File: config.mk
export PLATFORM = sky130hd
export DESIGN_NAME = key_debounce
export DESIGN_NICKNAME = d
export VERILOG_FILES = /design/src/rtl/key_pkg.sv /design/src/rtl/key_debounce_ch.sv /design/src/rtl/key_debounce.sv
export SDC_FILE = /design/constraint.sdc
export NUM_CORES = 1
export LEC_CHECK = 0
export CORE_ASPECT_RATIO = 1.25
export CORE_MARGIN = 2
export CORE_UTILIZATION = 60
export DETAILED_ROUTE_END_ITERATION = 12
export MAX_ROUTING_LAYER = met4
export PLACE_DENSITY = 0.78
export SYNTH_ARGS = -nofsm -noshare
export SYNTH_HDL_FRONTEND = slang
export SYNTH_SLANG_ARGS = --single-unit
File: constraint.sdc
create_clock -name sys_clk -period 4.8 [get_ports sys_clk]
set_clock_uncertainty 0.2 [all_clocks]
set_input_delay 0.96 -clock sys_clk [delete_from_list [all_inputs] [get_ports sys_clk]]
set_output_delay 0.96 -clock sys_clk [all_outputs]
set_load 0.01 [all_outputs]
File: src/rtl/key_pkg.sv
// Shared types and helpers for the push-button debounce block.
// Holds the per-key filter state encoding and the debounce window calculation.
package key_pkg;

  typedef enum logic [1:0] {
    RELEASED   = 2'd0,
    PRESS_FILT = 2'd1,
    PRESSED    = 2'd2,
    REL_FILT   = 2'd3
  } key_state_e;

  // Debounce window in sys_clk cycles; CLK_FREQ_HZ is assumed to be a whole number of MHz.
  function automatic int deb_cycles(input int clk_freq_hz, input int debounce_us);
    return (clk_freq_hz / 1_000_000) * debounce_us;
  endfunction

endpackage

File: src/rtl/key_debounce_ch.sv
// One debounced key channel: 2-flop synchroniser, stability counter,
// four-state filter FSM and registered press/release pulses.
module key_debounce_ch
  import key_pkg::*;
#(
  parameter int DEB_CYCLES     = 1_000_000,
  parameter int CNT_W          = 20,
  parameter int KEY_ACTIVE_LOW = 1
) (
  input  logic sys_clk,
  input  logic sys_rst,
  input  logic key_in,
  output logic key_level,
  output logic key_press,
  output logic key_release
);

  localparam logic             REL_PIN = (KEY_ACTIVE_LOW != 0);
  localparam logic [CNT_W-1:0] CNT_MAX = CNT_W'(DEB_CYCLES - 1);

  logic             sync1_q, sync2_q;
  logic             key_s;
  key_state_e       state_q, state_d;
  logic [CNT_W-1:0] cnt_q, cnt_d;
  logic             level_q, level_d;
  logic             press_q, press_d;
  logic             release_q, release_d;

  // Synchroniser resets to the idle pin level so reset never looks like a press.
  always_ff @(posedge sys_clk or posedge sys_rst) begin
    if (sys_rst) begin
      sync1_q <= REL_PIN;
      sync2_q <= REL_PIN;
    end else begin
      // NOTE: non-blocking here so sync2_q takes the previous sync1_q, giving two real flop stages.
      sync1_q <= key_in;
      sync2_q <= sync1_q;
    end
  end

  assign key_s = (KEY_ACTIVE_LOW != 0) ? ~sync2_q : sync2_q;

  always_ff @(posedge sys_clk or posedge sys_rst) begin
    if (sys_rst) begin
      state_q   <= RELEASED;
      cnt_q     <= '0;
      level_q   <= 1'b0;
      press_q   <= 1'b0;
      release_q <= 1'b0;
    end else begin
      state_q   <= state_d;
      cnt_q     <= cnt_d;
      level_q   <= level_d;
      press_q   <= press_d;
      release_q <= release_d;
    end
  end

  always_comb begin
    // NOTE: every output of this block is given a value before the case, so no path infers a latch.
    state_d   = state_q;
    cnt_d     = cnt_q;
    level_d   = level_q;
    press_d   = 1'b0;
    release_d = 1'b0;

    unique case (state_q)
      RELEASED: begin
        if (key_s) begin
          state_d = PRESS_FILT;
          cnt_d   = '0;
        end
      end

      PRESS_FILT: begin
        if (!key_s) begin
          state_d = RELEASED;
          cnt_d   = '0;
        end else if (cnt_q == CNT_MAX) begin
          state_d = PRESSED;
          cnt_d   = '0;
          level_d = 1'b1;
          press_d = 1'b1;
        end else begin
          cnt_d = cnt_q + CNT_W'(1);
        end
      end

      PRESSED: begin
        if (!key_s) begin
          state_d = REL_FILT;
          cnt_d   = '0;
        end
      end

      REL_FILT: begin
        if (key_s) begin
          state_d = PRESSED;
          cnt_d   = '0;
        end else if (cnt_q == CNT_MAX) begin
          state_d   = RELEASED;
          cnt_d     = '0;
          level_d   = 1'b0;
          release_d = 1'b1;
        end else begin
          cnt_d = cnt_q + CNT_W'(1);
        end
      end

      default: begin
        state_d = RELEASED;
        cnt_d   = '0;
        level_d = 1'b0;
      end
    endcase
  end

  assign key_level   = level_q;
  assign key_press   = press_q;
  assign key_release = release_q;

endmodule

File: src/rtl/key_debounce.sv
// N-channel push-button debouncer: independent filter per key, registered
// levels (pressed = 1) and single-cycle press/release pulses.
module key_debounce
  import key_pkg::*;
#(
  parameter int KEY_NUM        = 4,
  parameter int CLK_FREQ_HZ    = 50_000_000,
  parameter int DEBOUNCE_US    = 20_000,
  parameter int KEY_ACTIVE_LOW = 1
) (
  input  logic               sys_clk,
  input  logic               sys_rst,
  input  logic [KEY_NUM-1:0] key_in,
  output logic [KEY_NUM-1:0] key_level,
  output logic [KEY_NUM-1:0] key_press,
  output logic [KEY_NUM-1:0] key_release
);

  localparam int DEB_CYCLES = deb_cycles(CLK_FREQ_HZ, DEBOUNCE_US);
  localparam int CNT_W      = $clog2(DEB_CYCLES + 1);

  for (genvar i = 0; i < KEY_NUM; i++) begin : g_ch
    key_debounce_ch #(
      .DEB_CYCLES    (DEB_CYCLES),
      .CNT_W         (CNT_W),
      .KEY_ACTIVE_LOW(KEY_ACTIVE_LOW)
    ) u_ch (
      .sys_clk    (sys_clk),
      .sys_rst    (sys_rst),
      .key_in     (key_in[i]),
      .key_level  (key_level[i]),
      .key_press  (key_press[i]),
      .key_release(key_release[i])
    );
  end

endmodule
After elaboration in Yosys (flattened, before gate mapping). Cells that the tools add are included.

Add/sub/neg operators: 4. Reduce and logical (&&, ||, !) cells: 20. Equality and inequality tests: 48. Muxes and demuxes: 92.

Operators with widths (number): 20-bit two-way mux (20); 20-bit one-hot mux with 4 select lines (4); 20-bit by 1-bit adder with 20-bit output (second input constant) (4); 20-bit == test (second input constant) (4); 2-bit two-way mux (24); 1-bit two-way mux (36); 2-bit by 1-bit inequality test with 1-bit output (second input constant) (16); 2-bit one-hot mux with 4 select lines (4); 5-bit AND reduction (4); 2-bit == test (second input constant) (8); 2-bit inequality test (second input constant) (8); 4-bit AND reduction (4); 3-bit by 1-bit inequality test with 1-bit output (second input constant) (4); 3-bit inequality test (second input constant) (4); 2-bit by 1-bit == test with 1-bit output (second input constant) (4); 2-bit logical NOT (4); 1-bit one-hot mux with 2 select lines (4); 2-bit AND reduction (4); 2-bit nonzero test (4).

Logic and storage cells: 192. Register bits after elaboration: 108. Output and inout port bits: 12.

Longest topological paths before layout. Gate-level depths: netlist of the first run.

Depth after elaboration: 4. Mapped depth: 7. Gate-level depth less buffers: 6.

Hierarchy. A second synthesis of the first run with hierarchy kept.

Cells, all modules: 648. Area total of the unflattened synthesis: 5810.6 µm².

Modules (own cells, without submodules): key_debounce_ch at g_ch[0].u_ch ... (cells each 166, times used 3, area each 1476.4 µm², sequential area each 678.2 µm²); key_debounce_ch at g_ch[3].u_ch (cells each 150, times used 1, area each 1381.3 µm², sequential area each 678.2 µm²).

Least setup slack after synthesis of the first run. No wires, ideal clock.

Path kind: flip-flop to flip-flop. From: reg g_ch[0].u_ch.cnt_q[11]. To: reg g_ch[0].u_ch.cnt_q[17]. Cell stages (with the launch flop): 6. Arrival: 1.838 ns. Required time: 4.474 ns. Setup slack: 2.636 ns. Path buffers: 1. Cell sequence: dfrtp_1 > or4b_4 > nor4_4 > a21oi_2 > buf_6 > a221o_1.

Cells in the longest elaborated chain, start to end: 4. Elaborated cells between the ends (all ways): 6. Those cells by class: add/sub: 1; eq/ne: 1; mux: 4.

Ends and longest elaborated chain: start: declaration (line key_debounce_ch.sv:24) `logic [CNT_W-1:0] cnt_q, cnt_d;`; start signal: assignment (line key_debounce_ch.sv:52) `cnt_q <= cnt_d;`; 20-bit by 1-bit adder with 20-bit output or 20-bit == test (tied branches); 20-bit two-way mux * (line key_debounce_ch.sv:79, key_debounce_ch.sv:100); 20-bit two-way mux (on tied branches) (line key_debounce_ch.sv:97, key_debounce_ch.sv:76); 20-bit one-hot mux with 4 select lines * (line key_debounce_ch.sv:67) `unique case (state_q)`.

Every way passes the cells marked *; elsewhere a longest branch is shown, timed or not. A chain may end at the register's enable or synchronous reset.

Worst setup path in the final report of the first run.
From: reg g_ch[2].u_ch.cnt_q[0]. To: reg g_ch[2].u_ch.cnt_q[6].

Cells in the longest elaborated chain, start to end: 4. Elaborated cells between the ends (all ways): 6. Those cells by class: add/sub: 1; eq/ne: 1; mux: 4.

Ends and longest elaborated chain (line): start: declaration (key_debounce_ch.sv:24); start signal: assignment (key_debounce_ch.sv:52); 20-bit by 1-bit adder with 20-bit output or 20-bit == test (tied branches); 20-bit two-way mux * (key_debounce_ch.sv:79, key_debounce_ch.sv:100); 20-bit two-way mux (on tied branches) (key_debounce_ch.sv:97, key_debounce_ch.sv:76); 20-bit one-hot mux with 4 select lines * (key_debounce_ch.sv:67).

Marks and branches as above.

==> results of run 1 <==
[synth_stat cells (2+ instances only)]
master / instances
a31oi_1: 47
o41ai_1: 2
nor4_2: 2
xnor2_1: 8
nor2_1: 31
buf_4: 12
nor2b_1: 5
nor4b_1: 3
and2_1: 3
o21ai_0: 39
a21oi_2: 3
mux2i_1: 3
o31ai_1: 2
dfstp_2: 8
nand2b_1: 10
nor3_1: 19
clkbuf_1: 11
and3_1: 15
dfrtp_1: 100
a21oi_1: 38
nor4_1: 7
inv_1: 19
nand3_1: 45
buf_2: 6
o211ai_1: 3
nand4_1: 14
or4_1: 5
or3_1: 10
or2_2: 7
ha_1: 4
nand2_1: 65
a2bb2oi_1: 2
a21o_1: 9
a22o_1: 12
a41oi_1: 7
[cells by family after synthesis]
group                    synth area share (%)
adder cells (fa/ha/maj)                 0.904
AO/OA/AOI/OAI                            19.4
flip-flops                               49.0
buffers and inverters                    4.47
AND/OR/NAND/NOR                          24.0
XOR/XNOR                                 1.42
multiplexers                            0.746
[flip-flops by register name, summed over array words and instances (netlist names), named ones only]
name                   cells
g_ch.u_ch.key_level        4
g_ch.u_ch.sync2_q          4
g_ch.u_ch.key_release      4
g_ch.u_ch.sync1_q          4
g_ch.u_ch.state_q          4
g_ch.u_ch.key_press        4
g_ch.u_ch.cnt_q           80
[per-stage QoR]
step,hold slack [ns],total power [W],area [um2]
3_5_place_dp,0.147,0.00153,5720
2_1_floorplan,0.145,0.00142,5540
3_3_place_gp,0.146,0.00150,5720
5_1_grt,0.154,0.00243,6040
4_1_cts,0.157,0.00233,6040
6_report,0.151,0.00232,6040
[metal layers]
layer  wire length, um  vias to the layer above  global-route usage, %  share of wire (%)
met5                 0                        -                      -                  0
met4               305                        0                   11.5                2.6
met2              5870                      105                   41.7                 51
met3               335                       29                   3.65                2.9
met1              5110                     2230                   31.2                 44
li1                  -                     2218                      -                  -
[placed cells by master (no fill, tap or decap), drive strengths merged, types with 2 or more instances in the layout]
cell | netlist | routed
a41oi | 7 | 7
o211ai | 3 | 3
clkbuf | 11 | 10
nand3 | 45 | 45
o31ai | 2 | 2
ha | 4 | 4
buf | 20 | 4
clkinv | 0 | 4
nand4 | 14 | 14
a31oi | 47 | 47
xnor2 | 8 | 8
nor2b | 5 | 5
or4 | 6 | 6
nor3 | 19 | 19
or2 | 8 | 8
nand2 | 65 | 65
and2 | 3 | 3
a22o | 12 | 12
and3 | 15 | 15
bufinv | 0 | 2
inv | 19 | 19
nand2b | 10 | 10
or3 | 10 | 10
o21ai | 39 | 39
clkdlybuf4s50 | 0 | 17
a21o | 9 | 9
dfstp | 8 | 8
nor2 | 31 | 31
o41ai | 2 | 2
dfrtp | 100 | 100
a21oi | 41 | 41
a2bb2oi | 2 | 2
nor4b | 3 | 3
nor4 | 10 | 10
mux2i | 3 | 3
[how the worst min path moves through the flow]
stage,cells past startpoint,endpoint,startpoint,slack [ns]
finish,0,g_ch[2].u_ch.sync2_q,g_ch[2].u_ch.sync1_q,0.15
CTS,0,g_ch[0].u_ch.sync2_q,g_ch[0].u_ch.sync1_q,0.16
detailed placement,0,g_ch[0].u_ch.sync2_q,g_ch[0].u_ch.sync1_q,0.15
global route,0,g_ch[2].u_ch.sync2_q,g_ch[2].u_ch.sync1_q,0.15
global placement,0,g_ch[1].u_ch.sync2_q,g_ch[1].u_ch.sync1_q,0.15
floorplan,0,g_ch[0].u_ch.sync2_q,g_ch[0].u_ch.sync1_q,0.15
[cell type report]
type	count	area, um2
clock inverter	6	87.6
timing repair buffer	21	200
clock buffer	10	239
tap	123	154
sequential	108	2710
inverter	19	73.8
multi-input combinational	440	2580
fill	750	3030
[critical path, cell delays in order (launching register included)]
cell and delay [ns]:
dfrtp_1 0.44, ha_1 0.24, nand3_1 0.24, nor4bb_1 0.15, a21oi_2 0.88, o21ai_0 0.25, a31oi_1 0.21
[report_power, final]
part,total (W),switching (W),internal (W)
Clock,0.000808,0.000337,0.000472
Combinational,0.000464,0.000320,0.000144
Sequential,0.00105,0.0000777,0.000970
==> impl_metrics.env, run 1 <==
export IMPL_endpoint="g_ch[2].u_ch.cnt_q[6]"
export IMPL_synth_top_area_cell="dfrtp_1"
export IMPL_slew_headroom_pct=25.7
export IMPL_antenna_found_initial=0
export IMPL_numPlacedInstances=711
export IMPL_grt_total_usage_pct=25.3
export IMPL_setup_worst_path_start_class="register"
export IMPL_yosys_top_cells_area="dfrtp_1 45%, a31oi_1 5.3%, nand2_1 4.4%"
export IMPL_dp_worst_setup_slack_ns=2.11
export IMPL_r2r_slack_ns=2.11
export IMPL_period_share_pct=55.9
export IMPL_first_global_vias=4362
export IMPL_vias_per_cell=6.30
export IMPL_worst_pin_slew_ns=1.12
export IMPL_yosysSeqAreaShare_pct=49.0
export IMPL_vdd_drop_max_v=0.000202
export IMPL_cts_root_buffer="clkbuf_16"
export IMPL_rsz0062_at_grt="false"
export IMPL_yosysUniqueCellTypes=57
export IMPL_fin_ws_ns=2.11
export IMPL_r2r_end="g_ch[2].u_ch.cnt_q[6]"
export IMPL_clk_latency_ns=0.36
export IMPL_synthCells=598
export IMPL_first_pass_iters=5
export IMPL_drt_wl_total_um=11600
export IMPL_drc=0
export IMPL_grt_max_degree=84
export IMPL_drive_above_1_share_pct=7.78
export IMPL_post_cts_repair_setup_buffers=0
export IMPL_clk_path_buf_depth=2
export IMPL_clk_pin_slew_ns=0.08
export IMPL_num_vias=4582
export IMPL_nets=609
export IMPL_yosys_warnings=0
export IMPL_critical_path_required_ns=4.88
export IMPL_crit_fanout=28
export IMPL_avgSynthCellArea_um2=9.26
export IMPL_synth_top_cell_area_share_pct=45.2
export IMPL_critPathCaptureType="register"
export IMPL_r2r_start="g_ch[2].u_ch.cnt_q[0]"
export IMPL_grt_overflow_total=0
export IMPL_critical_path_class="register to register"
export IMPL_synth_edf_count=0
export IMPL_pin_count=18
export IMPL_wl_per_cell_um=16.0
export IMPL_placementRows=39
export IMPL_cts_resized=0
export IMPL_p_leak_nw=2.47
export IMPL_diodes=0
export IMPL_cts_sinks=108
export IMPL_syn_area_um2=5540
export IMPL_worstPathArrival_ns=2.77
export IMPL_ff2ff_path_depth=6
export IMPL_final_cells=727
export IMPL_antenna_left=0
export IMPL_status="complete, no violations"
export IMPL_finalSetupViolations=0
export IMPL_synth_ff_type="dfrtp_1"
export IMPL_syn2layout_area_growth_pct=9.15
export IMPL_synth_nets=608
export IMPL_die_area_um2=10000
export IMPL_hold_class="register to register"
export IMPL_drv_cap=0
export IMPL_final_core_util_pct=66.6
export IMPL_drtIter0Drc=350
export IMPL_cts_tree="done"
export IMPL_power_density_nw_per_um2=384
export IMPL_crit_path_start="g_ch[2].u_ch.cnt_q[0]"
export IMPL_cts_buffers=9
export IMPL_dieWidth_um=89.9
export IMPL_numPortBuffers=17
export IMPL_async_flop_share_pct=100
export IMPL_hold_viol=0
export IMPL_place_hpwl_um=7730
export IMPL_max_freq_ghz=0.372
export IMPL_core_um2=9080
export IMPL_globalplace_congestion=0.834
export IMPL_synth_seq_cells=108
export IMPL_die_y_um=111
export IMPL_postCtsHoldBufs=0
export IMPL_cts_max_level=3
export IMPL_fin_tns_setup_ns=0
export IMPL_drv_slew=0
export IMPL_start_util_pct=61.0
export IMPL_fin_crit_ns=2.69
export IMPL_grt_pass1_wl_um=20200
(Power assumes the default switching activity.)
==> run 2, diff against run 1 <==
Settings changed: CORE_UTILIZATION 60 to 55, PLACE_DENSITY 0.78 to 0.76.
Clock period 4.8 ns to 2.4 ns, I/O delays scaled along.
==> impl_metrics.env, run 2 (synthesized netlist as in run 1, its figures left out) <==
export IMPL_drtIter0Drc=235
export IMPL_cts_buffers=9
export IMPL_die_y_um=116
export IMPL_crit_fanout=22
export IMPL_post_cts_repair_setup_buffers=0
export IMPL_critical_path_class="register to register"
export IMPL_cts_max_level=3
export IMPL_p_clk_share_pct=32.4
export IMPL_clk_pin_slew_ns=0.07
export IMPL_final_cells=754
export IMPL_drc=0
export IMPL_fin_crit_ns=2.29
export IMPL_p_leak_nw=2.58
export IMPL_hold_class="register to register"
export IMPL_critical_path_required_ns=2.43
export IMPL_final_cell_mix="99 x dfrtp_1, 65 x nand2_1, 47 x a31oi_1, 45 x nand3_1, 39 x o21ai_0"
export IMPL_postCtsHoldBufs=0
export IMPL_p_int_w=0.00318
export IMPL_die_area_um2=10900
export IMPL_wl_per_cell_um=15.3
export IMPL_core_um2=9710
export IMPL_first_global_vias=4392
export IMPL_combPwrFrac_pct=22.4
export IMPL_vdd_drop_max_v=0.000425
export IMPL_hold_viol=0
export IMPL_power_density_nw_per_um2=736
export IMPL_vias_per_cell=6.21
export IMPL_slowest_stage="or4b_4"
export IMPL_cts_sinks=108
export IMPL_crit_chain="or4b_4 > nor4_4 > a21oi_2 > buf_4 > o211a_1 > a221o_1"
export IMPL_grt_pass1_wl_um=19700
export IMPL_worst_pin_slew_ns=0.730
export IMPL_placementRows=40
export IMPL_status="complete, no violations"
export IMPL_drv_cap=0
export IMPL_num_vias=4680
export IMPL_setup_worst_path_start_class="register"
export IMPL_pin_count=18
export IMPL_max_freq_ghz=0.436
export IMPL_whs_ns=0.157
export IMPL_place_hpwl_um=7590
export IMPL_cts_root_buffer="clkbuf_16"
export IMPL_clk_latency_ns=0.34
export IMPL_grt_overflow_total=0
export IMPL_drt_wl_total_um=11500
export IMPL_drive_above_1_share_pct=12.1
export IMPL_antenna_left=0
export IMPL_start_util_pct=57.0
export IMPL_first_pass_iters=5
export IMPL_p_switching_w=0.00144
export IMPL_period_share_pct=95.5
export IMPL_cts_tree="done"
export IMPL_drv_slew=0
export IMPL_diodes=0
export IMPL_numPlacedInstances=738
export IMPL_syn2layout_area_growth_pct=13.2
export IMPL_grt_max_degree=66
export IMPL_slew_headroom_pct=51.2
export IMPL_grt_total_usage_pct=22.9
export IMPL_antenna_found_initial=0
export IMPL_finalSetupViolations=0
export IMPL_critPathCaptureType="register"
export IMPL_swShare_pct=31.1
export IMPL_clk_path_buf_depth=2
export IMPL_dieWidth_um=93.7
export IMPL_layout_commonest_cell="dfrtp_1"
export IMPL_largest_reg_flops=80
export IMPL_largest_register="g_ch.u_ch.cnt_q"
export IMPL_worstPathArrival_ns=2.32
export IMPL_slowest_delay_ns=0.54
export IMPL_numPortBuffers=17
export IMPL_globalplace_congestion=0.859
export IMPL_seq_power_share_pct=45.2
export IMPL_nets=633
[run 2: timing repair]
action / in CTS / in global routing
endpoints found under the setup margin: 7 / 30
gates resized for setup: 1 / 9
pin swaps: 0 / 1
[run 2: final cells by class]
type,instances,area [um2]
fill,816,3440
multi-input combinational,440,2620
sequential,108,2710
clock buffer,14,264
tap,126,158
timing repair buffer,45,405
inverter,19,75.1
clock inverter,2,35.0
[run 2: power groups by stage]
stage	Clock [W]	Sequential, W	Combinational (W)
final	0.00150	0.00208	0.00103
after global placement	0	0.00210	0.000979
after CTS	0.00153	0.00208	0.00103
after floorplan	0	0.00209	0.000744
after detailed placement	0	0.00212	0.00101
after global routing	0.00160	0.00211	0.00117
[run 2: worst paths after layout]
kind,endpoint,from,slack [ns],depth (start not counted)
setup / recovery,g_ch[0].u_ch.cnt_q[17],g_ch[0].u_ch.cnt_q[8],0.11,6
hold / removal,g_ch[3].u_ch.sync2_q,g_ch[3].u_ch.sync1_q,0.16,0
setup reg to reg,g_ch[0].u_ch.cnt_q[17],g_ch[0].u_ch.cnt_q[8],0.11,6
hold reg to reg,g_ch[3].u_ch.sync2_q,g_ch[3].u_ch.sync1_q,0.16,0
max in group asynchronous,g_ch[0].u_ch.sync2_q,sys_rst,1.25,3
min in group asynchronous,g_ch[2].u_ch.key_release,sys_rst,0.37,3
[run 2: routing by layer]
metal,vias to the layer above,track usage (%),routed length [um]
li1,2262,-,-
met1,2310,29.2,5270
met2,97,37.0,5750
met3,11,2.97,336
met4,0,9.86,176
met5,-,-,0
[run 2: metrics by stage]
| step | utilization, % | cell area (um2) | TNS (ns) | total power [W] | worst slack, ns |
|---|---|---|---|---|---|
| 2_1_floorplan | - | 5540 | 0 | 0.00284 | 0.236 |
| 3_3_place_gp | 61.0 | 5930 | -0.00139 | 0.00308 | -0.00139 |
| 3_5_place_dp | 61.0 | 5930 | -0.321 | 0.00313 | -0.0763 |
| 4_1_cts | 64.2 | 6230 | 0 | 0.00464 | 0.00416 |
| 5_1_grt | 64.5 | 6270 | -0.0413 | 0.00488 | -0.0269 |
| 6_report | 64.5 | 6270 | 0 | 0.00461 | 0.108 |
[run 2: worst max-delay path, delay by kind of cell (launching register included)]
family,cells,cell delay [ns]
AO/OA/AOI/OAI,3,0.49
buffers and inverters,1,0.22
flip-flops,1,0.41
AND/OR/NAND/NOR,2,0.86
==> run 3, diff against run 2 <==
Settings changed: PLACE_DENSITY 0.76 to 0.78.
==> impl_metrics.env, run 3 (synthesized netlist as in run 1, its figures left out) <==
export IMPL_clk_path_buf_depth=2
export IMPL_grt_total_usage_pct=24.0
export IMPL_nets=649
export IMPL_grt_max_degree=55
export IMPL_r2r_end="g_ch[0].u_ch.cnt_q[11]"
export IMPL_first_pass_iters=6
export IMPL_seqCellArea_um2=2710
export IMPL_final_core_util_pct=65.9
export IMPL_fin_tns_setup_ns=0
export IMPL_place_hpwl_um=8180
export IMPL_wl_per_cell_um=15.9
export IMPL_combPwrFrac_pct=23.8
export IMPL_postCtsHoldBufs=0
export IMPL_grt_overflow_total=0
export IMPL_cts_sinks=108
export IMPL_rsz0062_at_grt="true"
export IMPL_largest_register="g_ch.u_ch.cnt_q"
export IMPL_crit_fanout=8
export IMPL_max_freq_ghz=0.419
export IMPL_drv_cap=0
export IMPL_cts_max_level=3
export IMPL_critical_path_required_ns=2.44
export IMPL_dieWidth_um=93.7
export IMPL_power_w=0.00473
export IMPL_syn2layout_area_growth_pct=15.6
export IMPL_fillers=778
export IMPL_start_util_pct=57.0
export IMPL_worstPathArrival_ns=2.43
export IMPL_vias_per_cell=6.27
export IMPL_power_density_nw_per_um2=738
export IMPL_vdd_drop_max_v=0.000544
export IMPL_diodes=0
export IMPL_p_switching_w=0.00150
export IMPL_finalSetupViolations=0
export IMPL_critical_path_class="register to register"
export IMPL_hold_path_end="g_ch[1].u_ch.sync2_q"
export IMPL_cts_buffers=9
export IMPL_status="complete, no violations"
export IMPL_largest_reg_flops=80
export IMPL_period_share_pct=99.3
export IMPL_num_vias=4830
export IMPL_setup_worst_path_start_class="register"
export IMPL_cts_tree="done"
export IMPL_final_cell_mix="100 x dfrtp_1, 65 x nand2_1, 47 x a31oi_1, 45 x nand3_1, 40 x buf_4"
export IMPL_drtIter0Drc=323
export IMPL_clk_pin_slew_ns=0.07
export IMPL_hold_viol=0
export IMPL_layout_commonest_cell="dfrtp_1"
export IMPL_worst_pin_slew_ns=0.705
export IMPL_hold_class="register to register"
export IMPL_drc=0
export IMPL_drive_above_1_share_pct=14.6
export IMPL_clk_latency_ns=0.35
export IMPL_drt_wl_total_um=12200
export IMPL_first_global_vias=4523
export IMPL_numPortBuffers=17
export IMPL_multi_input_area_um2=2640
export IMPL_die_area_um2=10900
export IMPL_slew_headroom_pct=52.7
export IMPL_r2r_slack_ns=0.02
export IMPL_fin_ws_ns=0.0162
export IMPL_p_clk_share_pct=32.0
export IMPL_r2r_start="g_ch[0].u_ch.cnt_q[15]"
export IMPL_ff2ff_path_depth=6
export IMPL_min_from="g_ch[1].u_ch.sync1_q"
export IMPL_p_leak_nw=2.66
export IMPL_placementRows=40
export IMPL_seq_power_share_pct=44.1
export IMPL_core_um2=9710
export IMPL_swShare_pct=31.7
export IMPL_antenna_left=0
export IMPL_pin_count=18
export IMPL_drv_slew=0
export IMPL_dp_worst_setup_slack_ns=-0.141
export IMPL_p_int_w=0.00323
export IMPL_holdPathStages=0
export IMPL_cts_root_buffer="clkbuf_16"
export IMPL_critPathCaptureType="register"
export IMPL_globalplace_congestion=0.869
export IMPL_antenna_found_initial=0
export IMPL_die_y_um=116
export IMPL_grt_pass1_wl_um=20600
export IMPL_fin_crit_ns=2.38
## run 3: metrics by stage
stage | instance area, um2 | hold WS (ns) | instances
finish | 6400 | 0.157 | 770
floorplan | 5540 | 0.145 | 598
global placement | 5990 | 0.146 | 748
detailed placement | 5990 | 0.147 | 748
CTS | 6320 | 0.157 | 764
global route | 6400 | 0.159 | 770
## run 3: worst max-delay path, cell delays in order, from the launching register on
cell and delay [ns]:
dfrtp_1 0.42, or4_4 0.57, nor4_4 0.43, a21oi_4 0.12, buf_12 0.17, a21o_1 0.15, a22o_1 0.22
## run 3: metal layers
metal / vias to the layer above / global-route usage [%] / share of wire [%]
met4: 0 / 9.47 / 1.9
met3: 26 / 4.13 / 4.6
met5: - / - / 0
met2: 146 / 39.7 / 52
met1: 2362 / 29.6 / 42
li1: 2296 / - / -
## run 3: how the worst max path moves through the flow
stage	from	end	slack, ns	cells past startpoint
4_1_cts	g_ch[1].u_ch.cnt_q[0]	g_ch[1].u_ch.cnt_q[18]	0.03	6
2_1_floorplan	g_ch[0].u_ch.cnt_q[11]	g_ch[0].u_ch.cnt_q[17]	0.24	5
6_report	g_ch[0].u_ch.cnt_q[15]	g_ch[0].u_ch.cnt_q[11]	0.02	6
3_5_place_dp	g_ch[0].u_ch.cnt_q[0]	g_ch[0].u_ch.cnt_q[8]	-0.14	7
3_3_place_gp	g_ch[0].u_ch.cnt_q[0]	g_ch[0].u_ch.cnt_q[8]	-0.02	7
5_1_grt	g_ch[1].u_ch.cnt_q[0]	register	-0.1	7
## run 3: timing repair
| action | in CTS | in global routing |
|---|---|---|
| setup buffers | 0 | 5 |
| setup endpoints to repair | 27 | 30 |
| gates resized for setup | 4 | 6 |
| pin swaps | 0 | 3 |
| cloned | 0 | 1 |
## run 3: power by group through the flow
stage	registers (W)	logic [W]	clock network, W
floorplan	0.00209	0.000744	0
detailed placement	0.00211	0.00105	0
finish	0.00208	0.00113	0.00151
CTS	0.00208	0.00106	0.00154
global route	0.00211	0.00126	0.00161
global placement	0.00210	0.00100	0
## run 3: final cells by class
| class | instances | share of cell area [%] |
|---|---|---|
| Sequential cell | 108 | 42.4 |
| Multi-Input combinational cell | 441 | 41.2 |
| Timing Repair Buffer | 60 | 8.05 |
| Clock buffer | 12 | 4.01 |
| Tap cell | 126 | 2.46 |
| Inverter | 19 | 1.17 |
| Clock inverter | 4 | 0.743 |
